## src/rtl/input_conditioner.sv

```systemverilog
// input_conditioner: 2-flop sync + per-bit debounce of key_pin/sw_pin -> keys_export/sw_export, plus key_press/key_release pulses
module input_conditioner #(
    parameter int NKEYS           = 4,
    parameter int NSW             = 10,
    parameter int DEBOUNCE_CYCLES = 1000000
) (
    input  logic             clk_clk,
    input  logic             reset_reset,
    input  logic [NKEYS-1:0] key_pin,
    input  logic [NSW-1:0]   sw_pin,
    output logic [NKEYS-1:0] keys_export,
    output logic [NSW-1:0]   sw_export,
    output logic [NKEYS-1:0] key_press,
    output logic [NKEYS-1:0] key_release
);
    localparam int N = NKEYS + NSW;
    localparam int CW = $clog2(DEBOUNCE_CYCLES);
    localparam logic [CW-1:0] CMAX = CW'(DEBOUNCE_CYCLES - 1);
    localparam logic [N-1:0] RST = {{NSW{1'b0}}, {NKEYS{1'b1}}};
    logic [N-1:0] s1, s2, stable, done;
    logic [CW-1:0] cnt [N];
    always_comb begin
        done = '0;
        for (int j = 0; j < N; j++) done[j] = (s2[j] != stable[j]) && (cnt[j] == CMAX);
    end
    always_ff @(posedge clk_clk) begin
        if (reset_reset) begin
            s1          <= RST;
            s2          <= RST;
            stable      <= RST;
            key_press   <= '0;
            key_release <= '0;
            for (int j = 0; j < N; j++) cnt[j] <= '0;
        end else begin
            s1          <= {sw_pin, key_pin};
            s2          <= s1;
            stable      <= stable ^ done;
            key_press   <= done[NKEYS-1:0] & stable[NKEYS-1:0];
            key_release <= done[NKEYS-1:0] & ~stable[NKEYS-1:0];
            for (int j = 0; j < N; j++) cnt[j] <= (s2[j] == stable[j] || done[j]) ? '0 : cnt[j] + 1'b1;
        end
    end
    assign keys_export = stable[NKEYS-1:0];
    assign sw_export   = stable[N-1:NKEYS];
endmodule
```

## config.mk

```make
export PLATFORM = sky130hd
export DESIGN_NAME = input_conditioner
export DESIGN_NICKNAME = d
export VERILOG_FILES = /design/src/rtl/input_conditioner.sv
export SDC_FILE = /design/constraint.sdc
export NUM_CORES = 1
export LEC_CHECK = 0
export BUFFER_PORTS_ARGS = -buffer_cell sky130_fd_sc_hd__buf_2
export CAP_MARGIN = 25
export CORE_MARGIN = 1
export CORE_UTILIZATION = 45
export DETAILED_ROUTE_END_ITERATION = 6
export GPL_TIMING_DRIVEN = 0
export RECOVER_POWER = 100
export SKIP_CTS_REPAIR_TIMING = 1
export SYNTH_ARGS = -nofsm -noshare
export SYNTH_HDL_FRONTEND = slang
export SYNTH_SLANG_ARGS = --single-unit
export TNS_END_PERCENT = 10
```

## constraint.sdc

```tcl
create_clock -name clk_clk -period 4.9 [get_ports clk_clk]
set_input_delay 0.245 -clock clk_clk [delete_from_list [all_inputs] [get_ports clk_clk]]
set_output_delay 0.245 -clock clk_clk [all_outputs]
set_load 0.05 [all_outputs]
```

* Yosys cells after proc, flatten, opt, wreduce, memory -nomap -nowiden
Memories as Yosys holds them, arrays and structs flattened. Index checks and enable logic that the tools add are counted.
Storage, ports and cells: register bits after elaboration 50, bits in latches 0, bits in writable memories 280, memory bits (read-only) 0, bits of input ports 16, memories 1
Cells by class: add/sub/neg operators 14, multipliers 0, div/mod/pow operators 0, order comparisons 0, equality and inequality tests 42, shift operators 0, muxes and demuxes 31, bitwise logic cells 18, reductions and logical operators 28
Memory list:
- cnt | depth 14, bits a word 20, rd ports 14, clocked after Yosys merged registers in 0, write ports 14, RTL line 21 | logic [CW-1:0] cnt [N];
Operator list (count):
- $mux 20 | 28
- $add 20x1->20 const B | 14
- $eq 20x20->1 const B | 14
- $eq 1x1->1 | 14
- $logic_and 1x1->1 | 14
- $logic_or 1x1->1 | 14
- $ne 1x1->1 | 14
- $or 1x1->1 | 14
- $xor 14x14->14 | 1
- $and 4x4->4 | 2
- $not 4->4 | 1
- $mux 1 | 3

* Depth between registers and ports, before layout
Gate-level depths: netlist of the first run.
depth in word-level cells 5, depth in mapped cells 7, gate-level depth less buffers 5

* Least setup slack after synthesis of the first run
No wires, ideal clock.
path type flip-flop to flip-flop, start memory cnt[4][32] in the netlist's numbering, end memory cnt[4][28] in the netlist's numbering, library setup time 0.115 ns, arrival time 1.852 ns, required time 4.785 ns, setup slack 2.933 ns, cell stages (with the launch flop) 6, period minus slack after synthesis 1.967 ns, cell sequence dfxtp_1 -> or4b_1 -> or4_4 -> o21ai_4 -> buf_8 -> nor2_2
RTL lines (RTL line):
- from (decl) | 21

==> results of run 1 <==
==> layout make-up <==
class / instances / area (sq um)
inverters: 55 / 206
multi-input cells: 1173 / 7200
plain buffers: 48 / 181
flip-flops and latches: 330 / 6610
clock buffers: 53 / 1100
clock inverters: 14 / 226
repair buffers: 48 / 273
well taps: 396 / 495
fillers: 2960 / 14600
==> metrics by stage <==
step | power, mW | cells | instance area, sq um | utilization (%)
after floorplan | 2.80 | 1606 | 14300 | -
after global placement | 2.83 | 2038 | 15000 | 48.4
after detailed placement | 2.83 | 2038 | 15000 | 48.4
after global routing | 5.95 | 2117 | 16300 | 52.7
after CTS | 5.82 | 2105 | 16300 | 52.7
final | 5.75 | 2117 | 16300 | 52.7
==> where the power goes <==
group	internal (mW)	total (mW)	switching, mW	leakage [nW]
clock	1.88	2.97	1.09	0.652
combinational	0.0250	0.0717	0.0467	1.60
sequential	2.70	2.71	0.00794	2.66
==> critical path, delay by kind of cell, from the launching register on <==
kind	cells	cell delay [ns]
AO/OA/AOI/OAI	1	0.87
buffers and inverters	1	0.60
flip-flops	1	0.37
AND/OR/NAND/NOR	3	1.22
==> layer usage <==
metal / wire (microns) / GRT usage, %
met5: 0 / 0
met1: 14300 / 23.8
met2: 13000 / 29.6
met3: 819 / 2.67
met4: 586 / 5.16
==> flip-flops by register name, indices dropped and copies added, names as in the netlist, named ones only <==
| register | cells |
|---|---|
| s2 | 14 |
| key_press | 4 |
| key_release | 4 |
| s1 | 14 |
| cnt | 280 |
==> cell families (layout without fill, tap and decap cells) <==
group                      Yosys count  in the layout  synth area share, %
adders and majority gates           14             14                 1.23
DFF                                330            330                 46.2
AOI/OAI and AO/OA                  197            197                 8.15
buffers and inverters              103            218                 2.98
and+or+nand+nor                    776            776                 30.0
xor gates and xnor gates           186            186                 11.4
==> worst min-delay path by stage <==
stage               slack (ns)             start                 to  depth (start not counted)
global route             0.002         sw_pin[7]  s1[11]$_SDFF_PP0_                          2
floorplan                 0.35        key_pin[0]   s1[0]$_SDFF_PP1_                          1
finish                 -0.0007         sw_pin[1]   s1[5]$_SDFF_PP0_                          2
global placement          0.39  s1[1]$_SDFF_PP1_   s2[1]$_SDFF_PP1_                          1
detailed placement        0.40  s1[0]$_SDFF_PP1_   s2[0]$_SDFF_PP1_                          1
CTS                      -0.11        key_pin[0]   s1[0]$_SDFF_PP1_                          2
==> Yosys cell counts (2+ instances only) <==
library cell / instances / area, sq um
sky130_fd_sc_hd__and4_1: 32 / 280
sky130_fd_sc_hd__nand2_1: 74 / 278
sky130_fd_sc_hd__nand4_1: 74 / 463
sky130_fd_sc_hd__nor3b_1: 3 / 22.5
sky130_fd_sc_hd__ha_1: 14 / 175
sky130_fd_sc_hd__or2_2: 12 / 75.1
sky130_fd_sc_hd__nand3b_1: 4 / 30.0
sky130_fd_sc_hd__xnor2_1: 90 / 788
sky130_fd_sc_hd__o211ai_1: 6 / 45.0
sky130_fd_sc_hd__a21oi_1: 87 / 435
sky130_fd_sc_hd__or4b_2: 2 / 20.0
sky130_fd_sc_hd__o21ai_1: 2 / 10.0
sky130_fd_sc_hd__dfxtp_1: 330 / 6610
sky130_fd_sc_hd__o31ai_1: 27 / 203
sky130_fd_sc_hd__nand4b_1: 6 / 52.6
sky130_fd_sc_hd__inv_1: 55 / 206
sky130_fd_sc_hd__or4_1: 45 / 338
sky130_fd_sc_hd__nor2b_1: 20 / 125
sky130_fd_sc_hd__buf_1: 4 / 15.0
sky130_fd_sc_hd__nor4_1: 27 / 169
sky130_fd_sc_hd__buf_2: 8 / 40.0
sky130_fd_sc_hd__nor2_2: 10 / 62.6
sky130_fd_sc_hd__o21ai_2: 2 / 17.5
sky130_fd_sc_hd__o21ai_4: 3 / 48.8
sky130_fd_sc_hd__nand3_1: 99 / 495
sky130_fd_sc_hd__a31o_2: 3 / 26.3
sky130_fd_sc_hd__or3b_2: 5 / 43.8
sky130_fd_sc_hd__or4_4: 4 / 45.0
sky130_fd_sc_hd__and2_1: 14 / 87.6
sky130_fd_sc_hd__nor3_1: 37 / 185
sky130_fd_sc_hd__buf_6: 2 / 22.5
sky130_fd_sc_hd__clkbuf_1: 32 / 120
sky130_fd_sc_hd__o21a_1: 6 / 45.0
sky130_fd_sc_hd__o21ai_0: 56 / 280
sky130_fd_sc_hd__nor4b_1: 10 / 87.6
sky130_fd_sc_hd__or4b_1: 8 / 80.1
sky130_fd_sc_hd__nand2b_1: 5 / 31.3
sky130_fd_sc_hd__xor2_1: 96 / 841
sky130_fd_sc_hd__nand4bb_1: 2 / 22.5
sky130_fd_sc_hd__nor4bb_1: 3 / 30.0
sky130_fd_sc_hd__or3_1: 50 / 313
sky130_fd_sc_hd__nor2_1: 204 / 766
sky130_fd_sc_hd__and3_1: 20 / 125
==> metrics.log, run 1 <==
[metrics] unrepaired setup endpoints after global routing: false
[metrics] prevailing post-synth register cell: sky130_fd_sc_hd__dfxtp_1
[metrics] delay of the slowest cell on the worst path: 0.87 ns
[metrics] Routability Congestion: around 0.8
[metrics] diode count: 0
[metrics] Tmin final: ~3.2 ns
[metrics] Leakage: 4.91 nW
[metrics] number of top-level pins: 38
[metrics] library cell used as clock root buffer: sky130_fd_sc_hd__clkbuf_16
[metrics] detailed-placement wirelength estimate: between 15000 and 20000 microns
[metrics] Worst Tran Pin Value: 1.20 ns
[metrics] global-route total usage across every layer: between 10% and 20%
[metrics] smallest hold slack: -0.000747 ns
[metrics] width of the chip: 180 microns
[metrics] Final Max Slew Viols: 0
[metrics] Reg clk slew, reported paths: 0.06 ns
[metrics] number of hold violations in the final report: 1
[metrics] pwr/cell area: 353 nW/um^2
[metrics] crit path DAT: around 3.6 ns
[metrics] Synth Area per Inst: roughly 8.9 sq um
[metrics] category of the most critical setup path: reg -> reg
[metrics] register bit count reported by yosys: 330
[metrics] count of routing violations after the opening detailed-route iteration: 435
[metrics] most frequent cells in the layout: sky130_fd_sc_hd__dfxtp_1, sky130_fd_sc_hd__nor2_1, sky130_fd_sc_hd__nand3_1, sky130_fd_sc_hd__xor2_1, sky130_fd_sc_hd__xnor2_1
[metrics] routed wire length: around 29000 microns
[metrics] initial standard-cell utilization of the core: between 40% and 50%
[metrics] layout cell share with drive strength beyond 1: roughly 6.4%
[metrics] clock net sink count: 330
[metrics] Die Y: 180 microns
[metrics] kind of start point of the critical path: flip-flop
[metrics] vias in the first global route: 10.6k
[metrics] critical-path cell with the highest stage delay: sky130_fd_sc_hd__o21ai_0
[metrics] cell count of the worst reg-to-reg path: 5
[metrics] number of antenna-violating nets in the routed design: 0
[metrics] Rel. slew slack: 19.3%
[metrics] final-report setup violation count: 0
[metrics] Die ar.: 32500 sq um
[metrics] H-tree depth reported by CTS: 2
[metrics] largest net degree at the start of global routing: 15
[metrics] via density per instance: 5.33
[metrics] remaining routing DRC violations: 0
[metrics] Max Clock Freq: 0.312 GHz
[metrics] setup TNS: 0 ns
[metrics] Final nets: 1723
[metrics] global route overflow: 0
[metrics] Gate Count Post-Synth: 1606
[metrics] Netlist Area Pre-Place: roughly 14000 sq um
[metrics] TritonCTS Buffers: 37
[metrics] CP endpoint kind: flip-flop
[metrics] number of search-and-repair iterations in the first detailed-routing pass: 7
[metrics] synth warn: 0
[metrics] number of cell rows: 64
[metrics] CTS tree: yes
[metrics] initial antenna violation count: 0
[metrics] area growth from synthesis to layout: 13.9%
[metrics] CP cell instances: or4b_1 -> or4_1 -> o21ai_0 -> clkbuf_1 -> nor2_2
[metrics] worst setup margin: 1.70 ns
[metrics] max-cap violation count: 0
[metrics] status: finished with violations
[metrics] maximum buffer depth of the clock tree: 3
[metrics] Clock Latency Late Sink: about 0.52 ns
[metrics] most common library cell in the layout ignoring fill and taps: sky130_fd_sc_hd__dfxtp_1
[metrics] worst reg2reg path endpoint: cnt[4][31]$_SDFF_PP0_
[metrics] total via count after detailed routing: roughly 11k
[metrics] synthesized net count: 1636
[metrics] Routed wire per std cell: 13.5 microns
[metrics] Post-Place Setup Slack: between 1.5 and 2 ns
[metrics] wire length of the first global-routing pass: ~50000 microns
[metrics] required time worst endpoint: ~5.3 ns
[metrics] launching point of the worst reg2reg path: cnt[4][32]$_SDFF_PP0_
[metrics] Setup crit end: cnt[4][31]$_SDFF_PP0_
[metrics] launching element of the worst setup path: cnt[4][32]$_SDFF_PP0_
[metrics] worst-case register-to-register setup slack: 1.70 ns
[metrics] Final Cycle Share: between 60 and 70%
[metrics] number of library cell types mapped by synthesis: 56
[metrics] Std-Cell Core Area: 30900 sq um
[metrics] Worst VDD drop: 0.275 mV
[metrics] number of synthesized flops with an enable pin: 0
[metrics] proportion of register bits with asynchronous set or reset after synthesis: 0%
[metrics] number of port buffers: 36
[metrics] Crit Path Max Fanout: 10
[metrics] clock skew: 0.0142 ns
[metrics] violated checks: hold timing
[metrics] Seq/Total Area, Yosys: about 46%
[metrics] class of the most critical hold timing path: in -> reg
No activity file was read; power rests on OpenSTA's default activity.
==> run 2: changes to the inputs <==
==> constraint.sdc (replaced) <==
create_clock -name clk_clk -period 2.8 [get_ports clk_clk]
set_input_delay 0.14 -clock clk_clk [delete_from_list [all_inputs] [get_ports clk_clk]]
set_output_delay 0.14 -clock clk_clk [all_outputs]
set_load 0.05 [all_outputs]
==> metrics.log, run 2 (same netlist as run 1, synthesis figures left out) <==
[metrics] status: finished clean
[metrics] class of the most critical hold timing path: in -> reg
[metrics] Tmin final: 2.59 ns (-0.611 ns)
[metrics] number of hold violations in the final report: 0 (-1)
[metrics] kind of start point of the critical path: flip-flop
[metrics] Switching Power: 2.00 mW (+75%)
[metrics] number of placed cells counting well taps: 2038 (unchanged)
[metrics] TritonCTS Buffers: 37 (unchanged)
[metrics] Die Y: 180 microns (unchanged)
[metrics] detailed-placement wirelength estimate: 19400 microns (unchanged)
[metrics] Leakage: 4.94 nW (+0.57%)
[metrics] most common library cell in the layout ignoring fill and taps: sky130_fd_sc_hd__dfxtp_1
[metrics] total via count after detailed routing: 11.3k (+0.035%)
[metrics] area of placed instances: 15000 sq um (unchanged)
[metrics] unrepaired setup endpoints after global routing: false
[metrics] Worst VDD drop: 0.481 mV (+75%)
[metrics] pwr/cell area: 616 nW/um^2 (+75%)
[metrics] worst-case register-to-register setup slack: 0.21 ns (-1.49 ns)
[metrics] number of antenna-violating nets in the routed design: 0 (unchanged)
[metrics] clock net sink count: 330 (unchanged)
[metrics] Reg clk slew, reported paths: 0.06 ns (about the same)
[metrics] layout cell share with drive strength beyond 1: 6.38% (-0.066 points)
[metrics] Final nets: 1725 (+0.12%)
[metrics] Top reg by flops: cnt
[metrics] number of cell rows: 64 (unchanged)
[metrics] launch point of the worst hold path: key_pin[1]
[metrics] number of search-and-repair iterations in the first detailed-routing pass: 5 (-2)
[metrics] final cell count without fillers: 2119 (+0.094%)
[metrics] worst setup margin: 0.210 ns (-1.49 ns)
[metrics] Crit Path Max Fanout: 10 (unchanged)
[metrics] worst reg2reg path endpoint: cnt[3][36]$_SDFF_PP0_
[metrics] internal power summed over all cells: 8.05 mW (+75%)
[metrics] Largest regs: cnt x280, s1 x14, s2 x14
[metrics] worst hold path cell count: 3 (+1)
[metrics] number of top-level pins: 38 (unchanged)
[metrics] Std-Cell Core Area: 30900 sq um (unchanged)
[metrics] required time worst endpoint: 3.19 ns (-2.09 ns)
[metrics] clock skew: 0.0149 ns (+0.000758 ns)
[metrics] Worst Tran Pin Value: 0.951 ns (-0.247 ns)
[metrics] Routability Congestion: 0.797 (unchanged)
[metrics] Die ar.: 32500 sq um (unchanged)
[metrics] via density per instance: 5.33 (about the same)
[metrics] smallest hold slack: 0.342 ns (+0.343 ns)
[metrics] library cell used as clock root buffer: sky130_fd_sc_hd__clkbuf_16
[metrics] clock share of power: 51.6% (about the same)
[metrics] proportion of power drawn by combinational gates: 1.3% (about the same)
[metrics] area growth from synthesis to layout: 14.1%
[metrics] Fillers: 2954 (-0.20%)
[metrics] most frequent cells in the layout: sky130_fd_sc_hd__dfxtp_1, sky130_fd_sc_hd__nor2_1, sky130_fd_sc_hd__nand3_1, sky130_fd_sc_hd__xor2_1, sky130_fd_sc_hd__xnor2_1
[metrics] Worst Hold Path EP: s1[1]$_SDFF_PP1_
[metrics] CP endpoint kind: flip-flop
[metrics] number of port buffers: 36 (unchanged)
[metrics] Routed wire per std cell: 13.5 microns (about the same)
[metrics] final-report setup violation count: 0 (unchanged)
[metrics] crit path DAT: 2.98 ns (-0.60 ns)
[metrics] wire length of the first global-routing pass: 49800 microns (unchanged)
[metrics] CTS tree: yes
[metrics] setup TNS: 0 ns (unchanged)
[metrics] H-tree depth reported by CTS: 2 (unchanged)
[metrics] routed wire length: 28700 microns (about the same)
[metrics] launching point of the worst reg2reg path: cnt[3][33]$_SDFF_PP0_
[metrics] width of the chip: 180 microns (unchanged)
[metrics] Rel. slew slack: 36.6% (+17 points)
[metrics] Final Cycle Share: 92.5% (+27 points)
[metrics] global route overflow: 0 (unchanged)
[metrics] count of routing violations after the opening detailed-route iteration: 420 (-3.4%)
[metrics] switching part of the total power: 19.9% (-0.048 points)
[metrics] largest net degree at the start of global routing: 15 (unchanged)
[metrics] cell count of the worst reg-to-reg path: 5 (unchanged)
[metrics] Post-Place Setup Slack: -0.00199 ns (-1.99 ns)
[metrics] category of the most critical setup path: reg -> reg
[metrics] Max Clock Freq: 0.386 GHz (+24%)
[metrics] initial standard-cell utilization of the core: 46.3% (unchanged)
[metrics] Total Power: 10.1 mW (+75%)
[metrics] diode count: 0 (unchanged)
[metrics] maximum buffer depth of the clock tree: 3 (unchanged)
[metrics] remaining routing DRC violations: 0 (unchanged)
[metrics] vias in the first global route: 10.6k (unchanged)
[metrics] global-route total usage across every layer: 17.8% (unchanged)
[metrics] Final Util: 52.8% (+0.12 points)
[metrics] max-cap violation count: 0 (unchanged)
[metrics] flip-flop count of the largest register after layout: 280 (unchanged)
[metrics] initial antenna violation count: 0 (unchanged)
[metrics] share of total power in sequential cells: 47.1% (about the same)
[metrics] Clock Latency Late Sink: 0.52 ns (about the same)
[metrics] post-route cell area: 16300 sq um (+0.23%)
[metrics] Final Max Slew Viols: 0 (unchanged)
==> run 2: changes by cell type in the layout (fill, tap and decap cells not counted) <==
cell | previous run | this run
sky130_fd_sc_hd__nor2_1 | 204 | 211
sky130_fd_sc_hd__nor2_2 | 10 | 3
sky130_fd_sc_hd__o21ai_0 | 63 | 56
sky130_fd_sc_hd__o21ai_1 | 0 | 5
sky130_fd_sc_hd__clkbuf_1 | 75 | 71
sky130_fd_sc_hd__buf_6 | 0 | 2
sky130_fd_sc_hd__dlygate4sd3_1 | 12 | 14
sky130_fd_sc_hd__o21ai_2 | 0 | 2
sky130_fd_sc_hd__buf_8 | 0 | 1
sky130_fd_sc_hd__clkbuf_2 | 0 | 1
==> run 2: power by group through the flow <==
stage / Clock [mW] / Combinational (mW) / Sequential [mW]
after global placement: 0 / 0.121 / 4.84
after global routing: 5.54 / 0.145 / 4.73
final: 5.19 / 0.130 / 4.73
after detailed placement: 0 / 0.122 / 4.84
after CTS: 5.34 / 0.122 / 4.73
after floorplan: 0 / 0.0720 / 4.83
==> run 2: cell type report <==
type	instances	area [sq um]	share of cell area (%)
clock buffers	53	1100	6.73
well taps	396	495	3.04
repair buffers	50	293	1.79
multi-input cells	1173	7190	44.0
clock inverters	14	226	1.39
inverters	55	206	1.26
flip-flops and latches	330	6610	40.5
plain buffers	48	209	1.28
==> run 2: per-layer routing <==
| metal | track usage (%) | vias up | wire length (microns) |
|---|---|---|---|
| met3 | 2.67 | 44 | 829 |
| met5 | 0 | - | 0 |
| li1 | - | 5902 | - |
| met4 | 5.16 | 0 | 597 |
| met2 | 29.6 | 124 | 12900 |
| met1 | 23.8 | 5217 | 14300 |
==> run 2: worst max-delay path by stage <==
stage               cells past startpoint             startpoint                     to  slack (ns)
floorplan                               5  cnt[4][32]$_SDFF_PP0_  cnt[4][28]$_SDFF_PP0_        0.83
global placement                        6            reset_reset  cnt[2][22]$_SDFF_PP0_        0.03
detailed placement                      6            reset_reset   cnt[3][4]$_SDFF_PP0_      -0.002
CTS                                     6   cnt[2][0]$_SDFF_PP0_   cnt[2][7]$_SDFF_PP0_        0.34
global route                            7  cnt[3][20]$_SDFF_PP0_  cnt[3][36]$_SDFF_PP0_        0.06
finish                                  5  cnt[3][33]$_SDFF_PP0_  cnt[3][36]$_SDFF_PP0_        0.21
==> run 2: critical path, cell delays in order (launching register included) <==
cell,delay [ns]
sky130_fd_sc_hd__dfxtp_1,0.35
sky130_fd_sc_hd__or4b_1,0.53
sky130_fd_sc_hd__or4_4,0.57
sky130_fd_sc_hd__o21bai_1,0.59
sky130_fd_sc_hd__clkbuf_2,0.36
sky130_fd_sc_hd__nor2_1,0.07
==> run 3: changes to the inputs <==
--- a/config.mk
+++ b/config.mk
@@ -11,7 +11,7 @@
 export CORE_UTILIZATION = 45
 export DETAILED_ROUTE_END_ITERATION = 6
 export GPL_TIMING_DRIVEN = 0
-export RECOVER_POWER = 100
+export RECOVER_POWER = 25
 export SKIP_CTS_REPAIR_TIMING = 1
 export SYNTH_ARGS = -nofsm -noshare
 export SYNTH_HDL_FRONTEND = slang
==> metrics.log, run 3 (same netlist as run 1, synthesis figures left out) <==
[metrics] worst-case register-to-register setup slack: 0.42 ns (+0.20 ns)
[metrics] width of the chip: 180 microns (unchanged)
[metrics] final-report setup violation count: 0 (unchanged)
[metrics] Largest regs: cnt x280, s1 x14, s2 x14
[metrics] critical-path cell with the highest stage delay: sky130_fd_sc_hd__o21ai_1
[metrics] CP endpoint kind: flip-flop
[metrics] Final Max Slew Viols: 0 (unchanged)
[metrics] Die Y: 180 microns (unchanged)
[metrics] global-route total usage across every layer: 17.8% (unchanged)
[metrics] Std-Cell Core Area: 30900 sq um (unchanged)
[metrics] area growth from synthesis to layout: 14.8%
[metrics] most frequent cells in the layout: sky130_fd_sc_hd__dfxtp_1, sky130_fd_sc_hd__nor2_1, sky130_fd_sc_hd__nand3_1, sky130_fd_sc_hd__xor2_1, sky130_fd_sc_hd__xnor2_1
[metrics] TritonCTS Buffers: 37 (unchanged)
[metrics] layout cell share with drive strength beyond 1: 7.66% (+1.3 points)
[metrics] CTS tree: yes
[metrics] launch point of the worst hold path: key_pin[1]
[metrics] number of port buffers: 36 (unchanged)
[metrics] pwr/cell area: 613 nW/um^2 (-0.54%)
[metrics] Worst Hold Path EP: s1[1]$_SDFF_PP1_
[metrics] area of placed instances: 15000 sq um (unchanged)
[metrics] number of search-and-repair iterations in the first detailed-routing pass: 5 (unchanged)
[metrics] kind of start point of the critical path: flip-flop
[metrics] status: finished clean
[metrics] Die ar.: 32500 sq um (unchanged)
[metrics] Fillers: 2932 (-0.74%)
[metrics] Routability Congestion: 0.797 (unchanged)
[metrics] crit path DAT: 2.77 ns (-0.21 ns)
[metrics] Top reg by flops: cnt
[metrics] Leakage: 4.97 nW (+0.65%)
[metrics] Crit Path Max Fanout: 10 (unchanged)
[metrics] number of antenna-violating nets in the routed design: 0 (unchanged)
[metrics] detailed-placement wirelength estimate: 19400 microns (unchanged)
[metrics] H-tree depth reported by CTS: 2 (unchanged)
[metrics] diode count: 0 (unchanged)
[metrics] routed wire length: 28700 microns (about the same)
[metrics] number of cell rows: 64 (unchanged)
[metrics] vias in the first global route: 10.6k (unchanged)
[metrics] Worst path top cell family by delay: compound AO/OA/AOI/OAI gates
[metrics] Final Cycle Share: 85.2% (-7.3 points)
[metrics] CP cell instances: ha_1 -> nand3_1 -> or2_0 -> o21ai_1 -> clkbuf_1 -> nor2_1
[metrics] Tmin final: 2.38 ns (-0.205 ns)
[metrics] Rel. slew slack: 36.0% (-0.61 points)
[metrics] worst hold path cell count: 3 (unchanged)
[metrics] max-cap violation count: 0 (unchanged)
[metrics] wire length of the first global-routing pass: 49800 microns (unchanged)
[metrics] Clock Latency Late Sink: 0.52 ns (about the same)
[metrics] most common library cell in the layout ignoring fill and taps: sky130_fd_sc_hd__dfxtp_1
[metrics] via density per instance: 5.31 (-0.40%)
[metrics] initial standard-cell utilization of the core: 46.3% (unchanged)
[metrics] Reg clk slew, reported paths: 0.06 ns (about the same)
[metrics] initial antenna violation count: 0 (unchanged)
[metrics] remaining routing DRC violations: 0 (unchanged)
[metrics] total via count after detailed routing: 11.2k (-0.40%)
[metrics] library cell used as clock root buffer: sky130_fd_sc_hd__clkbuf_16
[metrics] clock net sink count: 330 (unchanged)
[metrics] clock skew: 0.0137 ns (-0.00124 ns)
[metrics] Max Clock Freq: 0.419 GHz (+8.6%)
[metrics] count of routing violations after the opening detailed-route iteration: 425 (+1.2%)
[metrics] Worst Tran Pin Value: 0.960 ns (+0.00921 ns)
[metrics] required time worst endpoint: 3.19 ns (about the same)
[metrics] worst reg2reg path endpoint: cnt[2][12]$_SDFF_PP0_
[metrics] number of hold violations in the final report: 0 (unchanged)
[metrics] class of the most critical hold timing path: in -> reg
[metrics] largest net degree at the start of global routing: 15 (unchanged)
[metrics] flip-flop count of the largest register after layout: 280 (unchanged)
[metrics] global route overflow: 0 (unchanged)
[metrics] delay of the slowest cell on the worst path: 0.64 ns (+0.05 ns)
[metrics] Final Util: 53.1% (+0.30 points)
[metrics] category of the most critical setup path: reg -> reg
[metrics] number of top-level pins: 38 (unchanged)
[metrics] Routed wire per std cell: 13.5 microns (about the same)
[metrics] Worst VDD drop: 0.484 mV (+0.55%)
[metrics] maximum buffer depth of the clock tree: 3 (unchanged)
[metrics] Final nets: 1725 (unchanged)
[metrics] cell count of the worst reg-to-reg path: 6 (+1)
[metrics] unrepaired setup endpoints after global routing: false
[metrics] post-route cell area: 16400 sq um (+0.56%)
[metrics] worst path buffer plus inverter count: 1 (unchanged)
[metrics] launching point of the worst reg2reg path: cnt[2][0]$_SDFF_PP0_
==> run 3: cell count changes in the layout (fill, tap and decap cells not counted), sizes merged <==
| cell | delta |
|---|---|
| buf | +8 |
| clkbuf | -8 |
==> run 3: per-layer routing <==
metal	wire [microns]	track usage, %	part of all wire, %
met1	14300	23.8	50
met2	12900	29.6	45
met3	811	2.67	2.8
met4	590	5.16	2.1
met5	0	0	0
==> run 3: cell type report <==
| class | count | area (sq um) | share of cell area (%) |
|---|---|---|---|
| well taps | 396 | 495 | 3.02 |
| repair buffers | 50 | 293 | 1.78 |
| clock inverters | 14 | 226 | 1.38 |
| inverters | 55 | 206 | 1.26 |
| multi-input cells | 1173 | 7270 | 44.3 |
| clock buffers | 53 | 1100 | 6.69 |
| flip-flops and latches | 330 | 6610 | 40.3 |
| plain buffers | 48 | 220 | 1.34 |
==> run 3: worst reg2reg max path, cell delays in order (launching register included) <==
cell and delay, ns:
sky130_fd_sc_hd__dfxtp_1 0.37, sky130_fd_sc_hd__ha_1 0.22, sky130_fd_sc_hd__nand3_1 0.19, sky130_fd_sc_hd__or2_0 0.31
sky130_fd_sc_hd__o21ai_1 0.64, sky130_fd_sc_hd__clkbuf_1 0.44, sky130_fd_sc_hd__nor2_1 0.09
==> run 3: per-stage QoR <==
step,instances,power (mW),setup WS [ns],TNS [ns],hold slack [ns]
after floorplan,1606,4.91,0.833,0,0.244
after global placement,2038,4.96,0.0324,0,0.322
after detailed placement,2038,4.96,-0.00199,-0.00199,0.324
after CTS,2105,10.2,0.342,0,-0.213
after global routing,2119,10.4,0.0853,0,0.342
final,2119,10.1,0.415,0,0.343
==> run 3: worst max path at each step <==
stage	endpoint	from	cells after the start	slack, ns
2_1_floorplan	cnt[4][28]$_SDFF_PP0_	cnt[4][32]$_SDFF_PP0_	5	0.83
3_3_place_gp	cnt[2][22]$_SDFF_PP0_	reset_reset	6	0.03
3_5_place_dp	cnt[3][4]$_SDFF_PP0_	reset_reset	6	-0.002
4_1_cts	cnt[2][7]$_SDFF_PP0_	cnt[2][0]$_SDFF_PP0_	6	0.34
5_1_grt	cnt[2][11]$_SDFF_PP0_	cnt[2][0]$_SDFF_PP0_	6	0.09
6_report	cnt[2][12]$_SDFF_PP0_	cnt[2][0]$_SDFF_PP0_	6	0.42
==> run 3: report_power, final <==
group	switching, mW	leakage [nW]	internal (mW)
Sequential	0.0139	2.66	4.72
Clock	1.91	0.652	3.29
Combinational	0.0829	1.66	0.0500
Total	2.00	4.97	8.06
